`src/rtl/fp_wb_tracker.sv`:
```
// fp_wb_tracker: consumer-side controller for the multi-cycle FP execute path.
// Tracks one outstanding FP op, stalls the pipeline while it is in flight,
// samples the FP unit result on the completion edge and presents a
// one-cycle registered writeback to the F register file.
module fp_wb_tracker #(
    parameter int LAT_FADD = 7,
    parameter int LAT_FMUL = 6,
    parameter int LAT_FDIV = 6,
    parameter int RD_W     = 5
) (
    input  logic            clk,
    input  logic            rst,
    input  logic            issue_valid,
    input  logic [3:0]      issue_op,
    input  logic [RD_W-1:0] issue_rd,
    output logic            issue_ready,
    output logic            stall,
    input  logic            flush,
    input  logic [31:0]     fu_result,
    input  logic            fu_dbz,
    output logic            wb_valid,
    output logic [RD_W-1:0] wb_rd,
    output logic [31:0]     wb_data,
    output logic            wb_exc,
    output logic            bad_op
);

    localparam int CNT_W = 4;

    localparam logic [1:0] S_IDLE  = 2'd0;
    localparam logic [1:0] S_WAIT  = 2'd1;
    localparam logic [1:0] S_WRITE = 2'd2;

    // Opcodes in the EX[4:1] encoding
    localparam logic [3:0] OP_ITOF = 4'b1000;
    localparam logic [3:0] OP_FTOI = 4'b1001;
    localparam logic [3:0] OP_FNEG = 4'b1010;
    localparam logic [3:0] OP_FADD = 4'b1011;
    localparam logic [3:0] OP_FSUB = 4'b1100;
    localparam logic [3:0] OP_FMUL = 4'b1101;
    localparam logic [3:0] OP_FDIV = 4'b1110;

    logic [1:0]       r_state;
    logic [CNT_W-1:0] r_cnt;
    logic [RD_W-1:0]  r_rd;
    logic             r_is_div;
    logic [RD_W-1:0]  r_wb_rd;
    logic [31:0]      r_wb_data;
    logic             r_wb_exc;
    logic             r_bad_op;

    logic             w_ready;
    logic             w_accept;
    logic             w_supported;
    logic             w_is_div;
    logic [CNT_W-1:0] w_lat;

    assign w_ready  = (r_state != S_WAIT);
    assign w_accept = issue_valid & w_ready & ~flush;

    // Opcode decode: latency, divider flag and whether the op is tracked at all
    always_comb begin
        // NOTE: every output of this block gets a default first so no latch is inferred.
        w_supported = 1'b0;
        w_is_div    = 1'b0;
        w_lat       = '0;
        case (issue_op)
            OP_FNEG: begin
                w_supported = 1'b1;
            end
            OP_FADD, OP_FSUB: begin
                w_supported = 1'b1;
                w_lat       = CNT_W'(LAT_FADD);
            end
            OP_FMUL: begin
                w_supported = 1'b1;
                w_lat       = CNT_W'(LAT_FMUL);
            end
            OP_FDIV: begin
                w_supported = 1'b1;
                w_is_div    = 1'b1;
                w_lat       = CNT_W'(LAT_FDIV);
            end
            OP_ITOF, OP_FTOI: begin
                w_supported = 1'b0;
            end
            default: begin
                w_supported = 1'b0;
            end
        endcase
    end

    // Tracker state, latency counter and registered writeback payload
    always_ff @(posedge clk) begin
        // NOTE: sequential state uses non-blocking assignments so every register
        // samples pre-edge values regardless of statement order.
        if (rst) begin
            r_state   <= S_IDLE;
            r_cnt     <= '0;
            r_rd      <= '0;
            r_is_div  <= 1'b0;
            r_wb_rd   <= '0;
            r_wb_data <= '0;
            r_wb_exc  <= 1'b0;
            r_bad_op  <= 1'b0;
        end else begin
            r_bad_op <= w_accept & ~w_supported;
            case (r_state)
                S_IDLE, S_WRITE: begin
                    if (w_accept && w_supported) begin
                        if (w_lat == '0) begin
                            // Zero-latency op: result is already on the bus
                            r_wb_data <= fu_result;
                            r_wb_exc  <= 1'b0;
                            r_wb_rd   <= issue_rd;
                            r_state   <= S_WRITE;
                        end else begin
                            r_cnt    <= w_lat;
                            r_rd     <= issue_rd;
                            r_is_div <= w_is_div;
                            r_state  <= S_WAIT;
                        end
                    end else begin
                        // Unsupported ops and idle cycles leave nothing pending
                        r_state <= S_IDLE;
                    end
                end
                S_WAIT: begin
                    if (flush) begin
                        // Flush wins over a same-edge completion
                        r_cnt   <= '0;
                        r_state <= S_IDLE;
                    end else if (r_cnt == CNT_W'(1)) begin
                        r_wb_data <= fu_result;
                        r_wb_exc  <= r_is_div & fu_dbz;
                        r_wb_rd   <= r_rd;
                        r_cnt     <= '0;
                        r_state   <= S_WRITE;
                    end else begin
                        r_cnt <= r_cnt - CNT_W'(1);
                    end
                end
                default: begin
                    r_cnt   <= '0;
                    r_state <= S_IDLE;
                end
            endcase
        end
    end

    assign issue_ready = w_ready;
    assign stall       = (r_state == S_WAIT);
    assign wb_valid    = (r_state == S_WRITE);
    assign wb_rd       = r_wb_rd;
    assign wb_data     = r_wb_data;
    assign wb_exc      = r_wb_exc & wb_valid;
    assign bad_op      = r_bad_op;

endmodule

```
`config.mk`:
```
export PLATFORM = sky130hd
export DESIGN_NAME = fp_wb_tracker
export DESIGN_NICKNAME = d
export VERILOG_FILES = /design/src/rtl/fp_wb_tracker.sv
export SDC_FILE = /design/constraint.sdc
export NUM_CORES = 1
export LEC_CHECK = 0
export ABC_AREA = 1
export BUFFER_PORTS_ARGS = -buffer_cell sky130_fd_sc_hd__clkbuf_2
export CORE_MARGIN = 2
export CORE_UTILIZATION = 35
export CTS_BUF_LIST = sky130_fd_sc_hd__clkbuf_16
export CTS_CLUSTER_DIAMETER = 60
export DETAILED_ROUTE_END_ITERATION = 16
export MAX_ROUTING_LAYER = met4
export PLACE_DENSITY_LB_ADDON = 0.08
export SYNTH_ARGS = -nofsm -noshare
export SYNTH_HDL_FRONTEND = slang
export SYNTH_SLANG_ARGS = --single-unit
```
`constraint.sdc`:
```
create_clock -name clk -period 1.8 [get_ports clk]
set_input_delay 0.09 -clock clk [delete_from_list [all_inputs] [get_ports clk]]
set_output_delay 0.09 -clock clk [all_outputs]
set_load 0.01 [all_outputs]
```
# == After elaboration in Yosys (flattened, before gate mapping) ==
# Cells that the tools add are included.
# totals
wordCells,71
out_inout_bits,42
ff_bits,51
input_bits,46
# op_classes
eq_ne,15
n_addsub,1
n_mux,28
n_reduce_logical,11
bitwise_logic,8
# op_table
cell,n
$mux 32,4
$pmux 32 s2,1
$eq 4x4->1 const B,5
$mux 5,4
$mux 4,4
$pmux 5 s2,1
$mux 2,4
$ne 2x2->1 const B,4
$pmux 4 s2,1
$mux 1,6
$pmux 3 s2,1
$reduce_or 2->1,3
$and 1x1->1,5
$reduce_and 5->1,1
$reduce_or 5->1,1
$eq 4x1->1 const B,1
$logic_not 4->1,1
$ne 2x1->1 const B,2
$pmux 2 s2,1
$sub 4x1->4 const B,1
$ne 3x1->1 const B,1
$not 1->1,3
$reduce_and 3->1,1
$eq 2x1->1 const B,1
other kinds (6),6

# == Logic depth before layout (Yosys ltp) ==
# Gate-level depths: netlist (run 1).
# logic_depth
ltp_word,7
mapped_depth,12
mapped_depth_nobuf,11

# == Least setup slack after synthesis (run 1) ==
# OpenSTA, ideal clock, no wires.
# synth_path
kind,register -> register
start,register r_state[0]
end,register r_wb_data[10] (netlist: wb_data[10])
stages_incl_launch_ff,10
path_buffers,2
setup_slack_ps,396
setup_ps,113
period_less_slack_ps,1404
arrival_time_ps,1291
required_ps,1687
path_cell_list,dfxtp_1 -> nand2_4 -> inv_2 -> nor2_1 -> nand2_2 -> nand2_4 -> buf_6 -> buf_6 -> a21oi_2 -> nor2_1
# synth_via
elab_chain_cells,6
word_cells_on_any_way,15
classes_between,eq/ne: 7; mux: 1; bitwise: 2; reduce/logical: 5
# synth_lines
item,line_no,rtl
from (decl),43,logic [1:0] r_state;
from (signal assigned),98,r_state <= S_IDLE;
from (signal assigned),116,r_state <= S_WRITE;
from (signal assigned),121,r_state <= S_WAIT;
$ne 2x1->1,58,assign w_ready = (r_state != S_WAIT);
via issue_ready,16,"output logic issue_ready,"
$and 1x1->1 (2 in a row),59,assign w_accept = issue_valid & w_ready & ~flush;
$logic_and 1x1->1,110,if (w_accept && w_supported) begin
$ne 2x2->1 (no source line),-,
$reduce_and 5->1 (no source line),-,
to (signal assigned),113,r_wb_data <= fu_result;
to (signal assigned),134,r_wb_data <= fu_result;
to (decl),48,logic [31:0] r_wb_data;
# The timed path passes the listed nets, and every way through them passes these cells.
# A chain may end at the register's enable or synchronous reset.

# == Final worst setup path (run 1) ==
# layout_path
start,register r_state[0]
end,register r_rd[1]
# layout_via
elab_chain_cells,5
word_cells_on_any_way,8
classes_between,eq/ne: 2; bitwise: 2; reduce/logical: 4
# layout_lines
item,line_no,rtl
$ne 2x1->1,58,
$and 1x1->1 (2 in a row),59,
$logic_and 1x1->1,110,
$reduce_and 3->1 (no source line) (*),-,
to (signal assigned),119,r_rd <= issue_rd;
to (decl),45,logic [RD_W-1:0] r_rd;
# Mark *: on every way between the ends. The rest lies on a longest branch, timed or not.

==> results.py, run 1 <==
metrics = {
    "yosys": {
        "synthArstFlopShare": 0,
        "synthCells": 333,
        "yosysWarnings": 0,
        "yosys_register_bits": 51,
        "syn_avg_cell_area_um2": 7.55,
        "synthTopCellsByArea": "dfxtp_1, nand2_1, nand3b_1, nor2_1, a21oi_2",
        "synth_edf_count": 0,
        "netlist_area_um2": 2510,
        "netlist.area_leader.share": 0.406,
        "synth_ff_type": "dfxtp_1",
        "synth-simple-area-share": 0.368,
        "synth_compound_area_frac": 0.130,
        "synth_top_family_by_area": "simple AND/OR/NAND/NOR gates",
        "synth_mux_area_frac": 0,
        "ys_seq_area_frac": 0.406,
        "synthAdderAreaFrac": 0.00996,
        "synth.distinct_cells": 24,
        "synth_nets": 381,
        "yosysTopAreaCell": "dfxtp_1",
        "synth-xor-area-share": 0.00348,
    },
    "routing": {
        "wl_um": 5910,
        "drc": 0,
        "drt-pass1-iter-count": 4,
        "num_vias": 2330,
        "wire_per_inst_um": 11.7,
        "drtIter0Drc": 77,
        "ant_nets": 0,
        "via_per_inst": 4.60,
    },
    "global_routing": {
        "grt_pass1_wl_um": 9550,
        "grt_use_total": 0.157,
        "grt_antenna_before_repair": 0,
        "grt_overflow": 0,
        "grt_pass1_vias": 2135,
        "grt_max_degree": 46,
    },
    "timing": {
        "setup_viol": 0,
        "fmax_mhz": 629,
        "rsz0062_at_grt": "false",
        "finalMaxSlewViolations": 0,
        "worst_pin_slew_ps": 329,
        "min_period_ps": 1590,
        "slew_headroom": 0.781,
        "totalNegativeSetupSlack_ps": 0,
        "period_share": 0.884,
        "fin_skew_ps": 3.51,
        "hold_viol": 0,
    },
    "power": {
        "power.density_nw_per_um2": 790,
        "total_power_w": 0.00248,
        "p_comb_frac": 0.165,
        "p_leak_nw": 1.49,
        "peakVddDrop_v": 0.000385,
        "power.internal_w": 0.00185,
        "seq_power_share": 0.486,
        "sw_frac_of_total": 0.255,
        "pwr-share-clk": 0.350,
        "p_sw_w": 0.000633,
    },
    "die": {
        "start_util": 0.366,
        "fp-row-count": 30,
        "core_area_um2": 6870,
        "die_h_um": 88.7,
        "die_w_um": 88.7,
        "io_pins": 88,
        "fp.dieArea_um2": 7880,
    },
    "setup_path": {
        "path_buf_inv": 2,
        "cp_max_fo": 10,
        "cp.required_ps": 1980,
        "worstSetupPathType": "reg2reg",
        "cp_slowest_cell": "dfxtp_1",
        "crit_chain": "nand2_4, inv_2, nor2_1, nand2_2, nor2_2, inv_1, nor2_1, nor2_1",
        "end_kind": "flop",
        "cp.arrival_ps": 1770,
        "cpMostUsedCell": "nor2_1",
        "crit_path_max_incr_delay_ps": 360,
        "critical_path.top_delay_family": "simple AND/OR/NAND/NOR gates",
        "startpoint_type": "flop",
    },
    "cts": {
        "h-tree-depth": 2,
        "hold_buffers": 0,
        "post_cts_resized": 0,
        "cts_setup_buffers": 0,
        "cts_max_path_buffers": 2,
        "clk_pin_slew_ps": 60,
        "cts_tree": "done",
        "cts_root_buffer": "clkbuf_16",
        "clock-sinks": 51,
        "clk_latency_ps": 280,
        "numCtsBuffers": 5,
    },
    "cells_and_area": {
        "drive_gt1_frac": 0.319,
        "multi_input_comb_area_um2": 1290,
        "area_delta_synth_final_pct": 24.9,
        "antenna_cells": 0,
        "fillers": 739,
        "seq_area_um2": 1020,
        "fin_nets": 460,
    },
    "min_path": {
        "hold_class": "in2reg",
    },
    "run": {
        "maxCapViolCount": 0,
    },
    "place": {
        "place_congestion": 0.820,
        "portBuffers": 87,
        "dp_hpwl_um": 4140,
    },
    "run_status": {
        "status": "finished, final reports clean",
    },
}
layer usage:
metal,share of wire,vias to the layer above,global-route usage,wire [um]
met2,0.47,49,0.257,2780
li1,-,1231,-,-
met1,0.47,1045,0.197,2790
met4,0.0081,0,0.0441,48
met5,0,-,-,0
met3,0.050,5,0.0326,296
sequential cells by signal, summed over array words and instances (netlist names):
| register | flops |
|---|---|
| bad_op | 1 |
| r_cnt | 4 |
| r_is_div | 1 |
| r_rd | 5 |
| r_state | 2 |
| r_wb_exc | 1 |
| wb_data | 32 |
| wb_rd | 5 |
logic make-up after synthesis:
kind of cell,count (synthesis)
AOI/OAI and AO/OA,50
xor gates and xnor gates,1
adders and majority gates,2
buffers and inverters,35
DFF,51
and+or+nand+nor,194
layout make-up:
type / instances / share of cell area
flip-flops and latches: 51 / 0.325
well taps: 96 / 0.0382
inverters: 14 / 0.0167
multi-input cells: 247 / 0.410
clock inverters: 1 / 0.00120
repair buffers: 93 / 0.169
clock buffers: 5 / 0.0398
metrics by stage:
stage	std cells	setup WS, ps	utilization	hold WS, ps	cell area, um2
4_1_cts	507	187	0.457	35.7	3140
3_3_place_gp	501	256	0.438	333	3010
5_1_grt	507	41.6	0.457	53.3	3140
6_report	507	209	0.457	45.9	3140
3_5_place_dp	501	205	0.438	340	3010
2_1_floorplan	333	396	-	159	2510
power by group through the flow:
stage               sequential (W)  combinational (W)  clock, W
floorplan                  0.00125           0.000261         0
global placement           0.00123           0.000410         0
detailed placement         0.00123           0.000415         0
CTS                        0.00121           0.000416  0.000918
global route               0.00121           0.000463  0.000949
finish                     0.00121           0.000408  0.000867
cell usage after synthesis (4+ instances only):
| cell | n |
|---|---|
| nand3b_1 | 37 |
| buf_2 | 7 |
| dfxtp_1 | 51 |
| nand2_1 | 74 |
| clkbuf_1 | 5 |
| inv_1 | 12 |
| nor2_1 | 65 |
| a21oi_2 | 20 |
| a21oi_1 | 21 |
| o21ai_0 | 8 |
| nor2_2 | 4 |
| buf_6 | 9 |
layout by cell type (no fill, tap or decap), drive strengths merged:
| master | instances |
|---|---|
| inv | 15 |
| nand4 | 2 |
| clkbuf | 92 |
| xnor2 | 1 |
| o22ai | 1 |
| nand2 | 78 |
| dfxtp | 51 |
| nand3 | 4 |
| a21oi | 41 |
| nor2 | 70 |
| buf | 6 |
| ha | 2 |
| nor3 | 2 |
| nand3b | 37 |
| o21ai | 8 |
| nor4 | 1 |
worst paths after layout:
check                           startpoint         end  slack [ps]  cells past startpoint
worst min-delay path                   rst  r_state[0]          50                      2
worst max register to register  r_state[0]     r_rd[1]         210                      8
worst min register to register  wb_data[2]  wb_data[2]         480                      2
worst max-delay path            r_state[0]     r_rd[1]         210                      8
Note: power is estimated with default switching activity, not from simulation.
==> run 2: changes to the inputs <==
ABC_AREA = unset   (was 1)
SLEW_MARGIN = 20   (was unset)
==> results.py, run 2 <==
metrics = {
    "place": {
        "dpl.cell_count": 408,
        "dp_hpwl_um": 4170,
        "portBuffers": 87,
        "place_congestion": 0.812,
    },
    "yosys": {
        "yosysWarnings": 0,
        "syn_avg_cell_area_um2": 8.51,
        "synth_top_family_by_area": "compound AO/OA/AOI/OAI gates",
        "synthAdderAreaFrac": 0.0115,
        "synth-xor-area-share": 0,
        "synthTopCellsByArea": "dfxtp_1, a21oi_1, nand3_1, o21ai_1, mux2i_1",
        "synthArstFlopShare": 0,
        "synth_compound_area_frac": 0.233,
        "netlist_area_um2": 2180,
        "synth_common_cells": "dfxtp_1, a21oi_1, nand3_1",
        "synth-simple-area-share": 0.188,
        "yosysMostFrequentCell": "dfxtp_1",
        "synth_edf_count": 0,
        "netlist.area_leader.share": 0.469,
        "synthCells": 256,
        "synth_ff_type": "dfxtp_1",
        "yosysTopAreaCell": "dfxtp_1",
        "yosys_register_bits": 51,
        "synth.distinct_cells": 33,
        "ys_seq_area_frac": 0.469,
        "synth_nets": 304,
        "synth_mux_area_frac": 0.0276,
    },
    "timing": {
        "fmax_mhz": 593,
        "hold_ws_ps": 44.5,
        "finalMaxSlewViolations": 0,
        "rsz0062_at_grt": "false",
        "totalNegativeSetupSlack_ps": 0,
        "setup_viol": 0,
        "period_share": 0.937,
        "min_period_ps": 1690,
        "slew_headroom": 0.533,
        "worst_pin_slew_ps": 700,
        "fin_skew_ps": 3.49,
        "hold_viol": 0,
    },
    "cts": {
        "numCtsBuffers": 5,
        "cts_setup_buffers": 0,
        "cts_root_buffer": "clkbuf_16",
        "clk_latency_ps": 280,
        "h-tree-depth": 2,
        "clock-sinks": 51,
        "hold_buffers": 0,
        "cts_tree": "done",
        "clk_pin_slew_ps": 70,
        "cts_max_path_buffers": 2,
        "post_cts_resized": 0,
    },
    "power": {
        "p_sw_w": 0.000501,
        "peakVddDrop_v": 0.000429,
        "p_comb_frac": 0.077,
        "seq_power_share": 0.517,
        "pwr-share-clk": 0.406,
        "power.internal_w": 0.00173,
        "sw_frac_of_total": 0.224,
        "power.density_nw_per_um2": 786,
        "p_leak_nw": 1.16,
    },
    "die": {
        "io_pins": 88,
        "start_util": 0.366,
        "fp-row-count": 28,
        "core_area_um2": 5960,
        "die_w_um": 82.9,
        "fp.dieArea_um2": 6870,
        "die_h_um": 82.9,
    },
    "setup_path": {
        "cp_max_fo": 23,
        "startpoint_type": "flop",
        "end_kind": "flop",
        "worstSetupPathType": "reg2reg",
        "cp.required_ps": 1940,
        "cp.arrival_ps": 1830,
    },
    "min_path": {
        "hold_class": "in2reg",
    },
    "cells_and_area": {
        "largest_reg_flops": 32,
        "antenna_cells": 0,
        "final_cells": 416,
        "layout_common_cells": "clkbuf_2, dfxtp_1, a21oi_1, nand3_1, o21ai_1",
        "drive_gt1_frac": 0.334,
        "layout_commonest_cell": "clkbuf_2",
        "fin_nets": 388,
        "area_delta_synth_final_pct": 30.3,
        "final_core_util": 0.477,
    },
    "routing": {
        "via_per_inst": 5.10,
        "drtIter0Drc": 100,
        "wl_um": 5880,
        "wire_per_inst_um": 14.1,
        "num_vias": 2120,
        "ant_nets": 0,
        "drt-pass1-iter-count": 4,
        "drc": 0,
    },
    "global_routing": {
        "grt_overflow": 0,
        "grt_pass1_vias": 1949,
        "grt_antenna_before_repair": 0,
        "grt_use_total": 0.172,
        "grt_pass1_wl_um": 9690,
        "grt_max_degree": 31,
    },
    "run_status": {
        "status": "finished, final reports clean",
    },
    "run": {
        "maxCapViolCount": 0,
    },
}
[run 2: changes by cell type in the layout (fill, tap and decap cells not counted), sizes merged, moves of 3 or more]
cell,previous run,this run
o21ai,8,33
a311oi,0,6
o31ai,0,3
nand3,4,33
nor3,2,6
nand3b,37,2
nor2,70,9
buf,6,14
nand2b,0,7
inv,15,4
nand2,78,12
mux2i,0,6
[run 2: worst max-delay path, cell delays in order, from the launching register on]
cell	delay (ps)
dfxtp_1	350
nand2b_1	200
or4_1	560
buf_4	250
nand3_1	110
a21oi_1	60
[run 2: layout make-up]
| type | count | area [um2] |
|---|---|---|
| clock buffers | 5 | 125 |
| clock inverters | 3 | 15.0 |
| fillers | 628 | 3120 |
| inverters | 4 | 15.0 |
| multi-input cells | 177 | 1020 |
| flip-flops and latches | 51 | 1020 |
| well taps | 75 | 93.8 |
| repair buffers | 101 | 553 |
[run 2: kinds of logic after synthesis]
kind of cell / count (synthesis)
simple gates: 80
flops: 51
compound gates: 89
buf+inv: 28
fa+ha+maj: 2
mux: 6
[run 2: power groups by stage]
stage | logic [W] | registers, W | clock network, W
finish | 0.000172 | 0.00115 | 0.000906
floorplan | 0.0000794 | 0.00118 | 0
global route | 0.000192 | 0.00115 | 0.000979
CTS | 0.000174 | 0.00115 | 0.000938
detailed placement | 0.000173 | 0.00118 | 0
global placement | 0.000173 | 0.00118 | 0
[run 2: routing by layer]
layer | vias to the layer above | wire length, um | track usage
li1 | 1085 | - | -
met1 | 970 | 2940 | 0.238
met2 | 60 | 2600 | 0.261
met3 | 5 | 296 | 0.0408
met4 | 0 | 44 | 0.0313
met5 | - | 0 | -
[run 2: final timing paths]
path,slack (ps),start,cells after the start,end
worst max-delay path,110,r_state[0],5,wb_data[18]
worst min-delay path,40,fu_result[4],3,wb_data[4]
worst max register to register,110,r_state[0],5,wb_data[18]
worst min register to register,460,wb_data[4],2,wb_data[4]
[run 2: per-stage QoR]
stage               setup slack (ps)  power (W)  area, um2
floorplan                        253    0.00126       2180
global placement                 137    0.00135       2700
detailed placement               125    0.00135       2700
CTS                              106    0.00226       2840
global route                    3.37    0.00233       2840
finish                           113    0.00223       2840
